`config.mk`:
```
export PLATFORM = sky130hd
export DESIGN_NAME = countcap_flat
export DESIGN_NICKNAME = d
export VERILOG_FILES = /design/src/rtl/countcap_if.sv /design/src/rtl/countcap.sv /design/src/flat_wrapper.sv
export SDC_FILE = /design/constraint.sdc
export NUM_CORES = 1
export LEC_CHECK = 0
export ABC_AREA = 1
export CAP_MARGIN = 15
export CORE_MARGIN = 3
export CORE_UTILIZATION = 55
export CTS_BUF_LIST = sky130_fd_sc_hd__clkbuf_4
export DETAILED_ROUTE_END_ITERATION = 16
export GPL_ROUTABILITY_DRIVEN = 0
export GPL_TIMING_DRIVEN = 1
export PLACE_DENSITY = 0.74
export SYNTH_ARGS = -nofsm -noshare
export SYNTH_HDL_FRONTEND = slang
export SYNTH_SLANG_ARGS = --single-unit
```
`constraint.sdc`:
```
create_clock -name clk_i -period 5.25 [get_ports clk_i]
set_input_delay 0.525 -clock clk_i [delete_from_list [all_inputs] [get_ports clk_i]]
set_output_delay 0.525 -clock clk_i [all_outputs]
set_load 0.02 [all_outputs]
```
`src/rtl/countcap_if.sv`:
```
// rtl/countcap_if.sv - Wishbone-classic bus bundle for the countcap peripheral
// Signal names follow the slave's point of view:
//   cyc_i, stb_i, we_i : cycle, strobe, write enable (master -> slave)
//   adr_i[3:0]         : word address (master -> slave)
//   dat_i[31:0]        : write data (master -> slave)
//   dat_o[31:0]        : read data (slave -> master)
//   ack_o              : acknowledge (slave -> master)
interface countcap_if;
  logic        cyc_i;
  logic        stb_i;
  logic        we_i;
  logic [3:0]  adr_i;
  logic [31:0] dat_i;
  logic [31:0] dat_o;
  logic        ack_o;

  modport master (
    output cyc_i, stb_i, we_i, adr_i, dat_i,
    input  dat_o, ack_o
  );

  modport slave (
    input  cyc_i, stb_i, we_i, adr_i, dat_i,
    output dat_o, ack_o
  );
endinterface

```
`src/rtl/countcap.sv`:
```
// rtl/countcap.sv - per-channel rising-edge period measurement, Wishbone slave
// Ports:
//   clk_i          : system clock
//   rst_i          : asynchronous active-low reset
//   wb             : Wishbone-classic slave (countcap_if.slave)
//   capture_i[NCH] : asynchronous capture inputs
//   irq_o          : level interrupt, high while any enabled valid flag is set
module countcap #(
  parameter int NCH = 8,
  parameter int CW  = 32
) (
  input  logic            clk_i,
  input  logic            rst_i,
  countcap_if.slave       wb,
  input  logic [NCH-1:0]  capture_i,
  output logic            irq_o
);

  localparam logic [CW-1:0] CNT_MAX = '1;
  localparam logic [CW-1:0] CNT_ONE = {{(CW-1){1'b0}}, 1'b1};

  logic [NCH-1:0] sync1_q, sync2_q, sync3_q;
  logic [NCH-1:0] en_q, en_d;
  logic [NCH-1:0] ien_q, ien_d;
  logic [NCH-1:0] valid_q, valid_d;
  logic [NCH-1:0] ovf_q, ovf_d;
  logic [NCH-1:0] armed_q, armed_d;
  logic [CW-1:0]  cnt_q [NCH];
  logic [CW-1:0]  cnt_d [NCH];
  logic [CW-1:0]  per_q [NCH];
  logic [CW-1:0]  per_d [NCH];
  logic           ack_q;
  logic [31:0]    dat_q, dat_d;
  logic           irq_q;

  logic           access;
  logic           wr_en;
  logic [NCH-1:0] rise;
  logic [NCH-1:0] cap_set, ovf_set;
  logic [NCH-1:0] clr_valid, clr_ovf;
  logic [31:0]    status;
  logic           unused_dat;

  // ack_q in the term forces an idle cycle between back-to-back acks.
  assign access     = wb.cyc_i & wb.stb_i & ~ack_q;
  assign wr_en      = access & wb.we_i;
  assign rise       = sync2_q & ~sync3_q;
  assign status     = 32'(valid_q) | (32'(ovf_q) << 8);
  assign unused_dat = ^wb.dat_i;

  // Channel state machines: idle when disabled, wait for an arming edge,
  // then count and capture on each subsequent edge.
  always_comb begin
    cap_set = '0;
    ovf_set = '0;
    armed_d = armed_q;
    for (int n = 0; n < NCH; n++) begin
      cnt_d[n] = cnt_q[n];
      per_d[n] = per_q[n];
      if (!en_q[n]) begin
        cnt_d[n]   = '0;
        armed_d[n] = 1'b0;
      end else if (!armed_q[n]) begin
        cnt_d[n]   = '0;
        armed_d[n] = rise[n];
      end else if (rise[n]) begin
        cap_set[n] = 1'b1;
        cnt_d[n]   = '0;
        // A saturated counter means the true period is unrepresentable.
        if (cnt_q[n] != CNT_MAX) begin
          per_d[n] = cnt_q[n] + CNT_ONE;
        end else begin
          per_d[n]   = CNT_MAX;
          ovf_set[n] = 1'b1;
        end
      end else if (cnt_q[n] != CNT_MAX) begin
        cnt_d[n] = cnt_q[n] + CNT_ONE;
      end
    end
  end

  // Register writes; captures are OR-ed in after the W1C so they win.
  always_comb begin
    en_d      = en_q;
    ien_d     = ien_q;
    clr_valid = '0;
    clr_ovf   = '0;
    if (wr_en) begin
      case (wb.adr_i)
        4'd0: en_d = wb.dat_i[NCH-1:0];
        4'd1: begin
          clr_valid = wb.dat_i[NCH-1:0];
          clr_ovf   = wb.dat_i[8 +: NCH];
        end
        4'd2: ien_d = wb.dat_i[NCH-1:0];
        default: ;
      endcase
    end
    valid_d = (valid_q & ~clr_valid) | cap_set;
    ovf_d   = (ovf_q & ~clr_ovf) | ovf_set;
  end

  // Read mux samples pre-edge state, so a same-cycle capture reads old data.
  always_comb begin
    dat_d = '0;
    if (access) begin
      case (wb.adr_i)
        4'd0: dat_d = 32'(en_q);
        4'd1: dat_d = status;
        4'd2: dat_d = 32'(ien_q);
        default: begin
          for (int n = 0; n < NCH; n++) begin
            if (wb.adr_i == 4'(8 + n)) dat_d = 32'(per_q[n]);
          end
        end
      endcase
    end
  end

  always_ff @(posedge clk_i or negedge rst_i) begin
    if (!rst_i) begin
      sync1_q <= '0;
      sync2_q <= '0;
      sync3_q <= '0;
      en_q    <= '0;
      ien_q   <= '0;
      valid_q <= '0;
      ovf_q   <= '0;
      armed_q <= '0;
      for (int n = 0; n < NCH; n++) begin
        cnt_q[n] <= '0;
        per_q[n] <= '0;
      end
      ack_q   <= 1'b0;
      dat_q   <= '0;
      irq_q   <= 1'b0;
    end else begin
      sync1_q <= capture_i;
      sync2_q <= sync1_q;
      sync3_q <= sync2_q;
      en_q    <= en_d;
      ien_q   <= ien_d;
      valid_q <= valid_d;
      ovf_q   <= ovf_d;
      armed_q <= armed_d;
      for (int n = 0; n < NCH; n++) begin
        cnt_q[n] <= cnt_d[n];
        per_q[n] <= per_d[n];
      end
      ack_q   <= access;
      dat_q   <= dat_d;
      irq_q   <= |(valid_d & ien_q);
    end
  end

  assign wb.dat_o = dat_q;
  assign wb.ack_o = ack_q;
  assign irq_o    = irq_q;

endmodule

```
`src/flat_wrapper.sv`:
```
// flat-port wrapper written by rule: the top's interface ports become plain ports
module countcap_flat 
#(
  parameter int NCH = 8,
  parameter int CW  = 32
)
  (clk_i, rst_i, capture_i, irq_o, wb_cyc_i, wb_stb_i, wb_we_i, wb_adr_i, wb_dat_i, wb_dat_o, wb_ack_o);
  countcap_if wb_i ();
  input  logic clk_i;
  input  logic rst_i;
  input  logic [NCH-1:0] capture_i;
  output logic irq_o;
  input wire logic [$bits(wb_i.cyc_i)-1:0] wb_cyc_i;
  input wire logic [$bits(wb_i.stb_i)-1:0] wb_stb_i;
  input wire logic [$bits(wb_i.we_i)-1:0] wb_we_i;
  input wire logic [$bits(wb_i.adr_i)-1:0] wb_adr_i;
  input wire logic [$bits(wb_i.dat_i)-1:0] wb_dat_i;
  output wire logic [$bits(wb_i.dat_o)-1:0] wb_dat_o;
  output wire logic [$bits(wb_i.ack_o)-1:0] wb_ack_o;
  assign wb_i.cyc_i = wb_cyc_i;
  assign wb_i.stb_i = wb_stb_i;
  assign wb_i.we_i = wb_we_i;
  assign wb_i.adr_i = wb_adr_i;
  assign wb_i.dat_i = wb_dat_i;
  assign wb_dat_o = wb_i.dat_o;
  assign wb_ack_o = wb_i.ack_o;
  countcap #(.NCH(NCH), .CW(CW)) u_core (.clk_i(clk_i), .rst_i(rst_i), .wb(wb_i), .capture_i(capture_i), .irq_o(irq_o));
endmodule
```
# Word-level counts from Yosys, hierarchy flattened
# Index checks and enable logic that the tools add are counted.
# Widths: inputs -> output; s select.
[totals]
register_bits = 610
input_bits = 49
output_inout_bits = 34
word_cells = 213
[op_classes]
add_sub_neg = 8
n_eq_ne = 26
n_mux = 126
bitwise_logic = 14
n_reduce_logical = 12
[op_table]
columns = ["cell", "count"]
rows = [
  ["$mux 32", 49],
  ["$add 32x1->32 const B", 8],
  ["$ne 32x32->1 const B", 8],
  ["$pmux 32 s3", 1],
  ["$mux 1", 72],
  ["$and 8x8->8", 4],
  ["$eq 4x4->1 const B", 8],
  ["$mux 8", 4],
  ["$ne 4x4->1 const B", 8],
  ["$not 8->8", 3],
  ["$reduce_and 3->1", 8],
  ["$or 8x16->16", 1],
  ["$or 8x8->8", 2],
  ["$reduce_or 8->1", 1],
  ["$eq 4x1->1 const B", 1],
  ["$eq 4x2->1 const B", 1],
  ["$logic_not 4->1", 1],
  ["$reduce_and 2->1", 2],
  ["$and 1x1->1", 3],
  ["$not 1->1", 1],
]

# Depth between registers and ports, before layout
[logic_depth]
depth_word = 11
mapped_depth = 12
depth_no_buf = 12

# Worst setup path before layout
# OpenSTA, ideal clock, no wires.
[synth_timing]
path_type = "register -> register"
from = "register u_core.cnt_q[192] (netlist bit)"
to = "register u_core.cnt_q[194] (netlist bit)"
setup_time_ns = 0.118
arrival_time_ns = 1.638
required_time_ns = 5.132
setup_slack_ns = 3.495
stages_incl_launch_ff = 10
n_path_buf = 1
synth_period_minus_slack_ns = 1.755
cell_sequence = "dfrtp_1 ha_1 nand3_4 nor3_4 nand2_2 nor2_2 nand4_2 buf_6 nand3_1 nand2_1"
[synth_via]
elab_chain_cells = 5
elab_cells_between_ends = 7
cone_classes = "add/sub (1); eq/ne (2); mux (4)"
[synth_lines]
columns = ["item", "line", "source"]
rows = [
  ["start, declared", "countcap.sv:28", "logic [CW-1:0] cnt_q [NCH];"],
  ["start signal, assigned by index", "countcap.sv:147", "cnt_q[n] <= cnt_d[n];"],
  ["$add 32x1->32", "countcap.sv:77", "cnt_d[n] = cnt_q[n] + CNT_ONE;"],
  ["$mux 32", "countcap.sv:76", "end else if (cnt_q[n] != CNT_MAX) begin"],
  ["$mux 32", "countcap.sv:66", "end else if (rise[n]) begin"],
  ["$mux 32", "countcap.sv:63", "end else if (!armed_q[n]) begin"],
  ["$mux 32", "countcap.sv:60", "if (!en_q[n]) begin"],
]
# Several ways; a longest one is shown, not always the timed one. The select of a mux whose other input is x is not followed.
# A chain may end at the register's enable or synchronous reset.

# Worst setup path after layout
[layout_timing]
from = "register u_core.cnt_q[224] (netlist bit)"
to = "register u_core.per_q[230] (netlist bit)"
[layout_via]
elab_chain_cells = 2
elab_cells_between_ends = 3
cone_classes = "add/sub (1); eq/ne (1); mux (1)"
[layout_lines]
columns = ["item", "line", "source"]
rows = [
  ["$add 32x1->32 / $ne 32x32->1 (equally long branches)", "countcap.sv:71, countcap.sv:70", ""],
  ["$mux 32 *", "countcap.sv:70", "if (cnt_q[n] != CNT_MAX) begin"],
  ["end signal, assigned by index", "countcap.sv:148", "per_q[n] <= per_d[n];"],
  ["end, declared", "countcap.sv:30", "logic [CW-1:0] per_q [NCH];"],
]
# Every way passes the cells marked *; elsewhere a longest branch is shown, timed or not.

==> results.yml <==
outcome:
  outcome: "completed"
sta:
  timing_worst_slew_pin_value_ns: 1.12
  timing.final.ws_setup_ns: 2.31
  finalSetupViolations: 0
  period_share: 0.560
  setup-tns-final_ns: 0
  slew_viol_final: 0
  worst_slew_margin_rel: 0.252
  final_period_minus_worst_setup_slack_ns: 2.94
  fin_skew_ns: 0.0549
  hold_viol_final: 0
  grt_setup_unrepaired: "no"
  max_clock_freq_mhz: 340
clock_tree:
  htree_num_levels: 4
  clock_insertion_delay_worst_skew_ns: 1.01
  clockRootBuffer: "clkbuf_4"
  numCtsBuffers: 164
  cts_sinks: 610
  tritoncts_clock_tree: "yes"
  clk_pin_slew_worst_paths_ns: 0.08
  max-clock-path-buffers: 3
  cts_setup_buffers: 0
synth:
  synth.lib_cells_used.distinct: 46
  postSynthRegisterBits: 610
  summed_instance_area_of_the_synthesized_netlist_um2: 32000
  ys.flop_type: "dfrtp_1"
  synth_seq_area_share: 0.476
  yosys_warnings: 0
  synth.avg_cell_area_um2: 7.26
  async_reset_ff_frac: 1.00
  synth_cells: 4416
  synth-edff-count: 0
  synth_nets: 4473
floorplanning:
  io_pins: 83
  die-width_um: 247
  dieArea_um2: 61200
  die_y_um: 247
  floorplan.core_area_um2: 57000
  start_util: 0.562
  core.rowCount: 87
routing:
  dr_total_vias: 29800
  post-route-drc-count: 0
  drt_first_iter_violations: 3267
  final_antenna_net_count: 0
  dr.pass1.iters: 6
  drt-vias-per-instance: 5.51
  post_drt_wl_per_cell_um: 17.8
  route.final.wire_length_mm: 96.1
global_routing:
  grt_pass1_vias: 27800
  grt_antenna_before_repair: 3
  overflow: 0
  grt_pass1_wl_mm: 150
  pin_count_of_the_biggest_net_entering_global_routing: 126
  grt.total_usage: 0.317
placement:
  dpl.hpwl_mm: 69.6
  port-buffer-count: 66
  detailedPlace.worstSlack_ns: 2.12
power:
  power.density_nw_per_um2: 271
  static-leakage-power_nw: 17.2
  peak_supply_drop_v: 0.000195
setup_path:
  timing.critical_path.to_type: "flip-flop"
  reg2regPathDepth: 11
  crit_fanout: 32
  critPathSlowestCell: "nand2_1"
  critical_path_required_ns: 6.13
  arr_time_crit_path_ns: 3.82
  crit_top_cell: "inv_1"
  critical_path.cell_chain: "ha_1, nand3_1, inv_1, nand2_1, inv_1, nand3_1, inv_1, nand2_1, inv_1, o21ai_0, nand2_1"
  worstReg2RegEnd: "u_core.per_q[230]$_DFFE_PN0P_"
  r2r_setup_slack_ns: 2.31
  worst_setup_path_start_kind: "flip-flop"
  path_class: "reg -> reg"
  reg2reg_from: "u_core.cnt_q[224]$_DFFE_PN0P_"
  longest_individual_stage_delay_on_the_worst_path_ns: 0.81
job:
  cap_viol_max_count: 0
hold_path:
  worstHoldPathType: "in -> async"
cells_and_area:
  drive_gt1_frac: 0.0829
  num-nets-final: 4588
  area.growth.synth_to_final_pct: 10.3
per-layer routing:
layer | GRT usage | routed length, µm | share of wire
met1 | 0.446 | 41000 | 0.43
met2 | 0.480 | 42900 | 0.45
met3 | 0.0658 | 8360 | 0.087
met4 | 0.135 | 3740 | 0.039
met5 | 0 | 27 | 0.00028
state kept, by name (all words and copies together) (netlist names):
| signal | cells |
|---|---|
| u_core.ovf_q | 8 |
| u_core.valid_q | 8 |
| u_core.armed_q | 8 |
| u_core.irq_o | 1 |
| u_core.ien_q | 8 |
| u_core.wb.ack_o | 1 |
| u_core.sync3_q | 8 |
| u_core.cnt_q | 256 |
| u_core.sync1_q | 8 |
| u_core.per_q | 256 |
| u_core.en_q | 8 |
| u_core.wb.dat_o | 32 |
| u_core.sync2_q | 8 |
power by group:
group	switching (mW)	total (mW)	internal, mW
sequential	0.0565	4.82	4.77
clock	2.05	4.39	2.34
combinational	0.274	0.380	0.106
cell usage after synthesis, types with 18 or more instances:
| library cell | instances | area [µm²] |
|---|---|---|
| a21oi_1 | 276 | 1380 |
| a31oi_1 | 51 | 319 |
| buf_2 | 45 | 225 |
| clkbuf_1 | 85 | 319 |
| dfrtp_1 | 610 | 15300 |
| inv_1 | 362 | 1360 |
| nand2_1 | 1820 | 6830 |
| nand3_1 | 191 | 956 |
| nand4_1 | 51 | 319 |
| nor2_1 | 401 | 1510 |
| nor3_1 | 148 | 741 |
| o21ai_0 | 72 | 360 |
| o21ai_1 | 18 | 90.1 |
| or2_0 | 20 | 125 |
| xnor2_1 | 34 | 298 |
| xor2_1 | 82 | 718 |
final cells by class:
| cell class | count | area, µm² |
|---|---|---|
| fillers | 5230 | 21700 |
| flip-flops and latches | 610 | 15300 |
| multi-input cells | 3272 | 14600 |
| clock buffers | 242 | 1820 |
| inverters | 384 | 1450 |
| repair buffers | 99 | 986 |
| well taps | 756 | 946 |
| clock inverters | 36 | 282 |
| diodes | 5 | 12.5 |
worst max path at each step:
stage                                             start                       endpoint  slack (ns)
after floorplan           u_core.cnt_q[192]$_DFFE_PN0P_  u_core.cnt_q[194]$_DFFE_PN0P_        3.49
final                     u_core.cnt_q[224]$_DFFE_PN0P_  u_core.per_q[230]$_DFFE_PN0P_        2.31
after global placement                      wb_adr_i[3]  u_core.wb.dat_o[22]$_DFF_PN0_        2.14
after detailed placement                    wb_adr_i[3]  u_core.wb.dat_o[19]$_DFF_PN0_        2.12
after CTS                 u_core.cnt_q[224]$_DFFE_PN0P_  u_core.per_q[230]$_DFFE_PN0P_        2.34
after global routing      u_core.cnt_q[224]$_DFFE_PN0P_  u_core.cnt_q[225]$_DFFE_PN0P_        2.09
layout by cell type (no fill, tap or decap), drive strengths merged:
master            n
buf              25
nor2            420
nand3           197
nand4            53
dfrtp           610
xnor2            34
nor3b             2
o211ai            2
dlygate4sd3       9
clkbuf          242
nor4              2
inv             381
o22ai             1
nand3b            3
o21ai            90
nand2          1838
clkinv           32
o21bai            2
a21oi           288
clkdlybuf4s50    65
or2              29
a21o              2
a31oi            51
clkinvlp          2
xor2             82
and2              3
diode             5
bufinv            5
o2111ai           6
nor3            159
ha                8
kinds of logic (layout without fill, tap and decap cells):
kind of cell | after synthesis | in the layout | synth area share
fa+ha+maj | 8 | 8 | 0.00312
xor+xnor | 116 | 116 | 0.0317
other cells | 0 | 5 | 0
simple gates | 2706 | 2706 | 0.347
compound gates | 442 | 442 | 0.0736
buf+inv | 534 | 761 | 0.0683
flops | 610 | 610 | 0.476
worst max-delay path: cells and delay by family (launching register included):
kind / cells / cell delay, ns
and+or+nand+nor: 5 / 1.29
DFF: 1 / 0.48
buffers and inverters: 4 / 0.43
adders and majority gates: 1 / 0.33
AOI/OAI and AO/OA: 1 / 0.27
repair_timing:
action | in CTS | in global routing
hold buffers | 9 | 0
hold endpoints to repair | 101 | 0
gates resized for setup | 0 | 0
metrics by stage:
| step | instances | power [mW] | util | instance area [µm²] | hold slack (ns) |
|---|---|---|---|---|---|
| 5_1_grt | 5403 | 9.98 | 0.620 | 35400 | 0.174 |
| 2_1_floorplan | 4416 | 5.05 | - | 32000 | 0.229 |
| 3_5_place_dp | 5112 | 5.28 | 0.581 | 33200 | 0.336 |
| 4_1_cts | 5399 | 9.66 | 0.620 | 35300 | 0.110 |
| 3_3_place_gp | 5112 | 5.27 | 0.581 | 33200 | 0.333 |
| 6_report | 5404 | 9.59 | 0.620 | 35400 | 0.175 |
No activity file was read; power rests on OpenSTA's default activity.
